## config.mk

```make
export PLATFORM = sky130hd
export DESIGN_NAME = multicycle_controller
export DESIGN_NICKNAME = d
export VERILOG_FILES = /design/src/rtl/multicycle_controller.sv
export SDC_FILE = /design/constraint.sdc
export NUM_CORES = 1
export LEC_CHECK = 0
export CORE_ASPECT_RATIO = 0.75
export CORE_MARGIN = 2
export CORE_UTILIZATION = 38
export DETAILED_ROUTE_END_ITERATION = 8
export HOLD_SLACK_MARGIN = 0.03
export PLACE_DENSITY_LB_ADDON = 0.05
export SLEW_MARGIN = 20
export SYNTH_ARGS = -nofsm -noshare
export SYNTH_HDL_FRONTEND = slang
export SYNTH_SLANG_ARGS = --single-unit
```

## constraint.sdc

```tcl
create_clock -name clk -period 2.37 [get_ports clk]
set_clock_uncertainty 0.15 [all_clocks]
set_input_delay 0.474 -clock clk [delete_from_list [all_inputs] [get_ports clk]]
set_output_delay 0.474 -clock clk [all_outputs]
set_load 0.05 [all_outputs]
```

## src/rtl/multicycle_controller.sv

```systemverilog
// Moore control FSM for a multicycle RV32I-style datapath (fetch, decode, memory, ALU, branch, jump).
// Optional JALR support is compiled in with `define MC_JALR_EN; without it opcode 1100111 decodes as illegal.
module multicycle_controller (
   input  logic       clk,
   input  logic       rst,
   input  logic [6:0] op_i,
   input  logic [2:0] funct3_i,
   input  logic       funct7_b5_i,
   input  logic       zero_i,
   input  logic       mem_ready_i,
   output logic       pc_write_o,
   output logic       adr_src_o,
   output logic       mem_write_o,
   output logic       ir_write_o,
   output logic [1:0] result_src_o,
   output logic [1:0] alu_src_a_o,
   output logic [1:0] alu_src_b_o,
   output logic [2:0] imm_src_o,
   output logic [3:0] alu_control_o,
   output logic       reg_write_o,
   output logic       illegal_o,
   output logic [3:0] state_o
);

   // state    | meaning
   // FETCH    | read instruction at PC, PC <= PC+4 once memory is ready
   // DECODE   | read registers, compute oldPC+imm (branch/jump target)
   // MEMADR   | compute load/store address rs1+imm
   // MEMREAD  | wait for load data
   // MEMWB    | write load data into rd
   // MEMWRITE | hold store strobe until memory is ready
   // EXECR    | R-type ALU operation
   // EXECI    | I-type ALU operation
   // ALUWB    | write ALU result into rd
   // JAL      | PC <= target, compute oldPC+4 for link
   // BRANCH   | compare rs1/rs2, conditionally load target
   // JALR     | PC <= rs1+imm
   // JALRLINK | compute oldPC+4 for link

   typedef enum logic [3:0] {
      S_FETCH    = 4'd0,
      S_DECODE   = 4'd1,
      S_MEMADR   = 4'd2,
      S_MEMREAD  = 4'd3,
      S_MEMWB    = 4'd4,
      S_MEMWRITE = 4'd5,
      S_EXECR    = 4'd6,
      S_EXECI    = 4'd7,
      S_ALUWB    = 4'd8,
      S_JAL      = 4'd9,
      S_BRANCH   = 4'd10,
      S_JALR     = 4'd11,
      S_JALRLINK = 4'd12
   } state_t;

   localparam logic [6:0] OP_LOAD  = 7'b0000011;
   localparam logic [6:0] OP_STORE = 7'b0100011;
   localparam logic [6:0] OP_RTYPE = 7'b0110011;
   localparam logic [6:0] OP_ITYPE = 7'b0010011;
   localparam logic [6:0] OP_JAL   = 7'b1101111;
   localparam logic [6:0] OP_BR    = 7'b1100011;
   localparam logic [6:0] OP_JALR  = 7'b1100111;

   state_t     state_q;
   state_t     state_d;
   logic [1:0] alu_op;
   logic       pc_write_raw;
   logic       ir_write_raw;
   logic       mem_write_raw;
   logic       reg_write_raw;
   logic       illegal_raw;

   always_ff @(posedge clk) begin
      if (rst) state_q <= S_FETCH;
      else     state_q <= state_d;
   end

   always_comb begin
      state_d       = state_q;
      alu_op        = 2'b00;
      adr_src_o     = 1'b0;
      alu_src_a_o   = 2'b00;
      alu_src_b_o   = 2'b00;
      result_src_o  = 2'b00;
      pc_write_raw  = 1'b0;
      ir_write_raw  = 1'b0;
      mem_write_raw = 1'b0;
      reg_write_raw = 1'b0;
      illegal_raw   = 1'b0;
      case (state_q)
         S_FETCH: begin
            alu_src_b_o  = 2'b10;
            result_src_o = 2'b10;
            pc_write_raw = mem_ready_i;
            ir_write_raw = mem_ready_i;
            if (mem_ready_i) state_d = S_DECODE;
         end
         S_DECODE: begin
            alu_src_a_o = 2'b01;
            alu_src_b_o = 2'b01;
            case (op_i)
               OP_LOAD, OP_STORE: state_d = S_MEMADR;
               OP_RTYPE:          state_d = S_EXECR;
               OP_ITYPE:          state_d = S_EXECI;
               OP_JAL:            state_d = S_JAL;
               OP_BR:             state_d = S_BRANCH;
`ifdef MC_JALR_EN
               OP_JALR:           state_d = S_JALR;
`endif
               default: begin
                  state_d     = S_FETCH;
                  illegal_raw = 1'b1;
               end
            endcase
         end
         S_MEMADR: begin
            alu_src_a_o = 2'b10;
            alu_src_b_o = 2'b01;
            state_d     = op_i[5] ? S_MEMWRITE : S_MEMREAD;
         end
         S_MEMREAD: begin
            adr_src_o = 1'b1;
            if (mem_ready_i) state_d = S_MEMWB;
         end
         S_MEMWB: begin
            result_src_o  = 2'b01;
            reg_write_raw = 1'b1;
            state_d       = S_FETCH;
         end
         S_MEMWRITE: begin
            adr_src_o     = 1'b1;
            mem_write_raw = 1'b1;
            if (mem_ready_i) state_d = S_FETCH;
         end
         S_EXECR: begin
            alu_src_a_o = 2'b10;
            alu_op      = 2'b10;
            state_d     = S_ALUWB;
         end
         S_EXECI: begin
            alu_src_a_o = 2'b10;
            alu_src_b_o = 2'b01;
            alu_op      = 2'b10;
            state_d     = S_ALUWB;
         end
         S_ALUWB: begin
            reg_write_raw = 1'b1;
            state_d       = S_FETCH;
         end
         S_JAL: begin
            alu_src_a_o  = 2'b01;
            alu_src_b_o  = 2'b10;
            pc_write_raw = 1'b1;
            state_d      = S_ALUWB;
         end
         S_BRANCH: begin
            // funct3[0] distinguishes BNE from BEQ
            alu_src_a_o  = 2'b10;
            alu_op       = 2'b01;
            pc_write_raw = zero_i ^ funct3_i[0];
            state_d      = S_FETCH;
         end
`ifdef MC_JALR_EN
         S_JALR: begin
            alu_src_a_o  = 2'b10;
            alu_src_b_o  = 2'b01;
            result_src_o = 2'b10;
            pc_write_raw = 1'b1;
            state_d      = S_JALRLINK;
         end
         S_JALRLINK: begin
            alu_src_a_o = 2'b01;
            alu_src_b_o = 2'b10;
            state_d     = S_ALUWB;
         end
`endif
         default: state_d = S_FETCH;
      endcase
   end

   always_comb begin
      case (op_i)
         OP_STORE: imm_src_o = 3'b001;
         OP_BR:    imm_src_o = 3'b010;
         OP_JAL:   imm_src_o = 3'b011;
         default:  imm_src_o = 3'b000;
      endcase
   end

   always_comb begin
      alu_control_o = 4'b0000;
      case (alu_op)
         2'b01: alu_control_o = 4'b0001;
         2'b10: begin
            case (funct3_i)
               3'b000:  alu_control_o = (funct7_b5_i & op_i[5]) ? 4'b0001 : 4'b0000;
               3'b001:  alu_control_o = 4'b0101;
               3'b010:  alu_control_o = 4'b0100;
               3'b100:  alu_control_o = 4'b0110;
               3'b101:  alu_control_o = funct7_b5_i ? 4'b1000 : 4'b0111;
               3'b110:  alu_control_o = 4'b0011;
               3'b111:  alu_control_o = 4'b0010;
               default: alu_control_o = 4'b0000;
            endcase
         end
         default: alu_control_o = 4'b0000;
      endcase
   end

   // strobes are forced low the whole time reset is high, not just after the edge
   assign pc_write_o  = pc_write_raw  & ~rst;
   assign ir_write_o  = ir_write_raw  & ~rst;
   assign mem_write_o = mem_write_raw & ~rst;
   assign reg_write_o = reg_write_raw & ~rst;
   assign illegal_o   = illegal_raw   & ~rst;
   assign state_o     = state_q;

endmodule

```

# Word level (Yosys, flattened, before mapping)
# Cells that the tools add are included.
[word_totals] wordCells=71 out_inout_bits=23 regBits=4 inputBits=15
[op_classes] mux=22 n_eq_ne=27 n_reduce_logical=13 n_bitwise=8
[op_table] operator="$pmux W4 S7" count=1
[op_table] operator="$pmux W4 S6" count=1
[op_table] operator="$pmux W4 S5" count=1
[op_table] operator="$eq A4 B3 Y1 const B" count=4
[op_table] operator="$mux W4" count=4
[op_table] operator="$pmux W2 S2" count=4
[op_table] operator="$eq A7 B6 Y1 const B" count=2
[op_table] operator="$eq A7 B7 Y1 const B" count=2
[op_table] operator="$eq A3 B3 Y1 const B" count=4
[op_table] operator="$eq A4 B4 Y1 const B" count=3
[op_table] operator="$reduce_or A2 Y1" count=6
[op_table] operator="$eq A4 B2 Y1 const B" count=2
[op_table] operator="$pmux W4 S2" count=1
[op_table] operator="$eq A7 B2 Y1 const B" count=1
[op_table] operator="$eq A7 B5 Y1 const B" count=1
[op_table] operator="$mux W1" count=7
[op_table] operator="$and A1 B1 Y1" count=6
[op_table] operator="$ne A2 B2 Y1 const B" count=3
[op_table] operator="$pmux W2 S3" count=1
[op_table] operator="$reduce_or A3 Y1" count=2
[op_table] operator="$reduce_or A6 Y1" count=1
[op_table] operator="$eq A4 B1 Y1 const B" count=1
[op_table] operator="$logic_not A4 Y1" count=1
[op_table] operator="$reduce_or A4 Y1" count=1
[op_table] operator="other kinds (10)" count=10

# Longest topological paths before layout
# Gate-level depths: netlist of the first run.
[logic_depth] ltp_word=5 mapped_depth=9 ltp_nobuf=8

# Least setup slack after synthesis of the first run
# Ideal clock, no wire load.
[synth_timing] kind="register -> output" from="register state_q[1], in the netlist state_o[1]" to="output port alu_control_o[3]" arrival_ps=3196 path_stages_with_launch=7 path_buffers=1 setup_slack_ps=-1450 required_ps=1746 path_cell_list="dfxtp_1 buf_4 inv_1 nor3b_1 inv_1 ha_1 nor4_1"
[synth_via] elab_chain_cells=5 elab_cells_between_ends=8 cone_classes="eq/ne: 5; mux: 2; reduce/logical: 1"
[synth_lines] item="start: declaration" line_no="64" source="state_t state_q;"
[synth_lines] item="start signal: assignment" line_no="75" source="else state_q <= state_d;"
[synth_lines] item="$eq A4 B3 Y1" line_no="90" source="case (state_q)"
[synth_lines] item="$reduce_or A2 Y1 (no line)"
[synth_lines] item="$pmux W2 S2 (*)" line_no="90"
[synth_lines] item="$eq A2 B2 Y1 / $eq A2 B1 Y1 (equally long branches)" line_no="192" source="case (alu_op)"
[synth_lines] item="$pmux W4 S2 (*)" line_no="192"
[synth_lines] item="end: declaration" line_no="19" source="output logic [3:0] alu_control_o,"
# Every way passes the cells marked *; elsewhere a longest branch is shown, timed or not.

# Worst setup path after layout of the first run
[layout_timing] from="register state_q[3], in the netlist state_o[3]" to="output port alu_control_o[0]"
# The elaborated chain is that of the path after synthesis.

==> impl_metrics.csv, run 1 <==
group,metric,value,unit
logic_synthesis,synth_area_leaders,"dfxtp_1, a21oi_1, nor3_1",
run_status,status,"finished with violations",
route,via_per_inst,6.35,
sta,worst_pin_slew,531,ps
logic_synthesis,ys_warn_count,0,
layout,seqCellArea,95.1,sq um
logic_synthesis,synth_top_cell_by_area,"dfxtp_1",
route,drt_iter0_drc,100,
logic_synthesis,synthSimpleGateAreaFrac,0.443,
route,ant_nets,0,
global_route,grt_util_all_layers,0.322,
layout,syn_to_final_growth,139,%
sta,setup_ws,-148,ps
global_route,grt_first_pass_wirelength,4850,um
power,p_per_area,253,nW/um^2
power,p_sw_frac,0.442,
clock_tree,clock-root-buffer,"clkbuf_4",
worst_setup_path,cp-start-kind,"register",
logic_synthesis,synth_top_area_frac,0.118,
layout,multi_input_area,711,sq um
power,p_int,230,uW
layout,antennaDiodeCount,0,
global_route,antenna_found_initial,0,
logic_synthesis,synth_xor_xnor_area_share,0.0515,
layout,nFillCells,44,
logic_synthesis,synth_fa_ha_area_frac,0.0368,
clock_tree,clockBufferDepth,2,
power,power_switching,182,uW
clock_tree,clk_latency,250,ps
sta,setup_viol,5,
worst_setup_path,worstPathRequired,1750,ps
logic_synthesis,ys_seq_area_frac,0.118,
worst_setup_path,cp.arrival,1890,ps
placement,hpwl,2060,um
sta,slew_headroom,0.645,
placement,dpl_cell_area,1410,sq um
global_route,grt_use_met1,0.361,
sta,finalMaxSlewViolations,0,
logic_synthesis,synth_edf_count,0,
logic_synthesis,synth-seq-cells,4,
clock_tree,cts_tree,"yes",
logic_synthesis,synthCells,105,
route,wl,4310,um
worst_setup_path,max_stage_delay,360,ps
sta,rsz0062_at_grt,"true",
worst_hold_path,hold_class,"register to register",
sta,period_needed,2520,ps
worst_setup_path,critical_path_class,"register to output pin",
placement,portBuffers,36,
die,die_y,40.7,um
logic_synthesis,synthArstFlopShare,0,
die,io_pins,38,
die,start_util,0.399,
logic_synthesis,avgSynthCellArea,6.48,sq um
logic_synthesis,ys.flop_type,"dfxtp_1",
global_route,grt-busiest-layer,"met2",
worst_setup_path,cp_max_fo,4,
layout,fin_area,1630,sq um
power,leakagePower,0.000664,uW
sta,max_freq,0.397,GHz
sta,finalCritPeriodShare,1.06,
logic_synthesis,synth_compound_area_frac,0.244,
power,pwr-share-clk,0.226,
die,die_w,52.9,um
global_route,grt-ovfl-total,0,
route,vias,1193,
logic_synthesis,synth_area,681,sq um
layout,largest_reg_flops,4,
worst_setup_path,end_kind,"output pin",
placement,dp_slack,-140,ps
clock_tree,h-tree-depth,1,
die,die-area,2150,sq um
worst_setup_path,cp_slowest_cell,"nor3b_1",
route,drc_errors,0,
route,drt_pre_antenna_iters,5,
worst_setup_path,crit_buf_inv,2,
worst_setup_path,crit_chain,"nor2b_4 > nor3b_4 > inv_2 > ha_4 > nand2_4 > nor3b_1 > nor3_2 > nor2_4 > buf_12",
die,core,1710,sq um
clock_tree,clock_sinks,4,
route,wl_per_cell,22.9,um
run_status,violations,"setup timing",
global_route,grt_pass1_vias,1004,
clock_tree,cts_buffers,3,
clock_tree,ctsHoldBuffers,0,
power,seq_power_share,0.169,
logic_synthesis,synth_cell_types,40,
layout,final_nets,185,
worst_setup_path,critical-path-top-delay-family,"simple AND/OR/NAND/NOR gates",
layout,drive_gt1_frac,0.524,
global_route,grt_max_degree,18,
placement,routabilityCongestion,0.842,
die,rows,13,
power,p_comb_frac,0.605,
job,drv_cap,0,
logic_synthesis,synthMuxAreaShare,0,
clock_tree,clkTransAtPathRegs,40,ps
power,total_power,413,uW
logic_synthesis,synth_top_family_by_area,"simple AND/OR/NAND/NOR gates",
logic_synthesis,syn_nets,122,
global_route,met2_usage,0.603,
power,peakVddDrop,447,uV
sta,final_hold_viol_count,0,
global_route,use_met3,0.0693,
[what timing repair did]
action	CTS	global route
resized for setup	21	14
setup buffers	6	6
cloned	0	0
pin swaps	6	5
endpoints found under the setup margin	6	8
[cell usage after synthesis, types with 3 or more instances]
| library cell | number |
|---|---|
| a21oi_1 | 13 |
| clkbuf_1 | 3 |
| dfxtp_1 | 4 |
| inv_1 | 6 |
| nand2_1 | 6 |
| nand2b_1 | 6 |
| nand3_1 | 3 |
| nor2_1 | 10 |
| nor2b_1 | 5 |
| nor3_1 | 9 |
[area by class of cell]
| class | count | share of cell area |
|---|---|---|
| clock buffers | 3 | 0.0138 |
| inverters | 6 | 0.0161 |
| multi-input cells | 87 | 0.437 |
| flip-flops and latches | 4 | 0.0584 |
| well taps | 22 | 0.0169 |
| repair buffers | 66 | 0.458 |
[placed cells by master, fill, tap and decap left out, types with 2 or more instances in the layout]
cell type	Yosys	final
buf_12	0	15
nor2_1	10	6
nor2b_1	5	4
o21ai_1	1	3
nor3_2	0	4
a21oi_2	0	2
inv_2	0	3
dlygate4sd2_1	0	4
xor2_1	2	2
buf_4	2	30
nor2_4	0	2
nand3b_1	2	2
xnor2_1	2	2
nor4_4	0	2
o22a_1	2	2
buf_6	1	2
dlymetal6s2s_1	0	3
nand2_1	6	5
a211oi_2	1	2
clkbuf_4	0	3
inv_1	6	2
nand4_1	2	2
dfxtp_4	0	4
nand2b_1	6	6
nand3_1	3	2
nor3_1	9	4
a21oi_1	13	10
nor2_2	0	2
clkdlybuf4s50_1	0	11
[metrics by stage]
step	utilization	hold WS [ps]	instances	TNS, ps
CTS	0.896	520	182	-2.35
finish	0.953	585	188	-374
detailed placement	0.826	516	173	-325
global placement	0.826	488	173	-180
global route	0.953	601	188	-581
floorplan	-	520	105	-516
[power groups by stage]
stage          sequential (uW)  clock (uW)  combinational (uW)
6_report                  69.8        93.3                 249
4_1_cts                   69.2        88.0                 229
3_3_place_gp              68.9           0                 216
3_5_place_dp              69.2           0                 223
2_1_floorplan             76.2           0                 113
5_1_grt                   69.8        96.3                 259
[logic make-up (layout without fill, tap and decap cells)]
kind of cell,Yosys count,count (layout)
AND/OR/NAND/NOR,54,54
AO/OA/AOI/OAI,26,26
buffers and inverters,14,75
XOR/XNOR,4,4
flip-flops,4,4
adder cells (fa/ha/maj),2,2
other,1,1
[worst paths after layout]
path	start	end	slack [ps]	depth (start not counted)
hold reg to reg	state_o[1]	state_o[1]	590	3
setup reg to reg	state_o[0]	state_o[2]	740	4
hold / removal	state_o[1]	state_o[1]	590	3
setup / recovery	state_o[3]	alu_control_o[0]	-150	9
[metal layers]
metal | share of wire | vias up
li1 | - | 492
met1 | 0.35 | 544
met2 | 0.49 | 111
met3 | 0.098 | 46
met4 | 0.066 | 0
met5 | 0 | -
[tightest hold or removal path, stage by stage, from the launching register on]
cell	delay, ps
dfxtp_4	410
nor2_1	110
nand4_1	100
a21oi_1	70
(Power assumes the default switching activity.)
==> inputs of run 2 (changes only) <==
--- a/config.mk
+++ b/config.mk
@@ -10,7 +10,7 @@
 export CORE_UTILIZATION = 38
 export DETAILED_ROUTE_END_ITERATION = 8
 export HOLD_SLACK_MARGIN = 0.03
-export PLACE_DENSITY_LB_ADDON = 0.05
+export PLACE_DENSITY = 0.76
 export SLEW_MARGIN = 20
 export SYNTH_ARGS = -nofsm -noshare
 export SYNTH_HDL_FRONTEND = slang
==> run 2 against run 1 <==
The flow still finishes with violations (setup timing). Flip-flop and latch count unchanged. Die area unchanged. Design area down 1.4%. Non-clock buffer count down 5. Maximum frequency down 1.7%. Via count down 5.1%. Combinational power about the same. Sequential share of layout area up 0.082 points. First-iteration DRC count down 49%. Cell count down 2.7%. Core utilization down 1.3 points. Sequential power about the same.
==> impl_metrics.csv, run 2 (same netlist as run 1, synthesis figures left out) <==
group,metric,value,unit
placement,dp_slack,-107,ps
worst_setup_path,crit_chain,"nor2b_4 > nor3b_4 > inv_2 > ha_4 > nand2_4 > nor3b_2 > nor3_2 > nor2_4 > buf_12",
worst_setup_path,critical_path_class,"register to output pin",
job,drv_cap,0,
clock_tree,clock-root-buffer,"clkbuf_4",
sta,max_freq,0.390,GHz
placement,hpwl,2130,um
placement,dpl_cell_area,1420,sq um
die,core,1710,sq um
sta,final_hold_viol_count,0,
clock_tree,cts_buffers,3,
placement,routabilityCongestion,0.921,
clock_tree,clkTransAtPathRegs,50,ps
worst_setup_path,max_stage_delay,370,ps
worst_hold_path,whs_path_depth,3,
global_route,grt_util_all_layers,0.337,
route,drc_errors,0,
sta,setup_ws,-191,ps
layout,stdcell_count,183,
power,p_per_area,260,nW/um^2
global_route,grt_pass1_vias,1006,
worst_hold_path,hold_class,"register to register",
worst_setup_path,cp_max_fo,3,
power,leakagePower,0.000660,uW
die,die_w,52.9,um
run_status,status,"finished with violations",
route,wl_per_cell,21.9,um
placement,portBuffers,36,
sta,finalMaxSlewViolations,0,
worst_setup_path,cp_slowest_cell,"dfxtp_4",
die,die_y,40.7,um
route,wl,4020,um
layout,drive_gt1_frac,0.522,
worst_setup_path,worstPathRequired,1750,ps
die,start_util,0.399,
clock_tree,h-tree-depth,1,
worst_setup_path,end_kind,"output pin",
sta,worst_pin_slew,496,ps
route,via_per_inst,6.19,
clock_tree,cts_tree,"yes",
global_route,antenna_found_initial,0,
route,drt_iter0_drc,51,
layout,largest_reg_flops,4,
sta,setup_viol,3,
worst_setup_path,cp.arrival,1940,ps
layout,fin_area,1610,sq um
clock_tree,clockBufferDepth,2,
global_route,grt_first_pass_wirelength,4950,um
clock_tree,clk_latency,260,ps
die,die-area,2150,sq um
layout,syn_to_final_growth,136,%
sta,rsz0062_at_grt,"true",
placement,dpl.cell_count,174,
layout,nFillCells,54,
power,peakVddDrop,252,uV
sta,slew_headroom,0.668,
route,drt_pre_antenna_iters,4,
layout,mostFrequentLayoutCells,"buf_4, buf_12, clkdlybuf4s50_1",
global_route,grt-ovfl-total,0,
power,total_power,418,uW
route,vias,1132,
die,rows,13,
layout,final_nets,180,
sta,period_needed,2560,ps
worst_setup_path,r2r_cells,4,
sta,finalCritPeriodShare,1.08,
layout,antennaDiodeCount,0,
layout,layout_commonest_cell,"buf_4",
route,ant_nets,0,
sta,holdWs,505,ps
global_route,grt_max_degree,18,
run_status,violations,"setup timing",
clock_tree,clock_sinks,4,
die,io_pins,38,
worst_setup_path,cp-start-kind,"register",
## run 2: through the flow
stage | TNS (ps) | utilization
after floorplan | -516 | -
after global placement | -250 | 0.831
after detailed placement | -350 | 0.831
after CTS | -39.1 | 0.887
after global routing | -583 | 0.940
final | -321 | 0.940
## run 2: power by group
part / internal (uW) / switching [uW] / total, uW
combinational: 108 / 142 / 250
clock: 57.6 / 41.1 / 98.7
sequential: 66.5 / 3.00 / 69.5
total: 232 / 186 / 418
## run 2: final cells by class
class	count	area, sq um	share of cell area
sequential	4	95.1	0.0592
inverter	6	22.5	0.0140
tap	22	27.5	0.0171
multi-input combinational	87	727	0.453
clock buffer	3	22.5	0.0140
timing repair buffer	61	711	0.443
## run 2: worst max-delay path: cells and delay by family, from the launching register on
kind / cells / cell delay (ps)
adders and majority gates: 1 / 170
buffers and inverters: 2 / 220
DFF: 1 / 370
and+or+nand+nor: 6 / 910
## run 2: per-layer routing
layer / track usage / share of wire / vias up
met4: 0.263 / 0.060 / 0
met2: 0.550 / 0.47 / 93
met5: 0 / 0 / -
li1: - / - / 483
met1: 0.407 / 0.39 / 530
met3: 0.0547 / 0.087 / 26
## run 2: what timing repair did
item | 4_1_cts | 5_1_grt
setup endpoints to repair | 6 | 8
buffers inserted | 3 | 4
hold buffers | 0 | 0
pin swaps | 8 | 8
gates resized for setup | 19 | 19
hold endpoints to repair | 0 | 0
## run 2: path summary, 6_finish.rpt
kind	from	endpoint	slack (ps)
min	state_o[1]	state_o[0]	500
min reg2reg	state_o[1]	state_o[0]	500
max	state_o[3]	alu_control_o[0]	-190
max reg2reg	state_o[0]	state_o[2]	730
==> inputs of run 3 (changes only) <==
--- a/config.mk
+++ b/config.mk
@@ -8,7 +8,9 @@
 export CORE_ASPECT_RATIO = 0.75
 export CORE_MARGIN = 2
 export CORE_UTILIZATION = 38
+export CTS_CLUSTER_DIAMETER = 40
 export DETAILED_ROUTE_END_ITERATION = 8
+export GPL_ROUTABILITY_DRIVEN = 0
 export HOLD_SLACK_MARGIN = 0.03
 export PLACE_DENSITY = 0.76
 export SLEW_MARGIN = 20
==> results of run 3 <==
The final DEF is identical to that of run 2; final timing and power are the same.
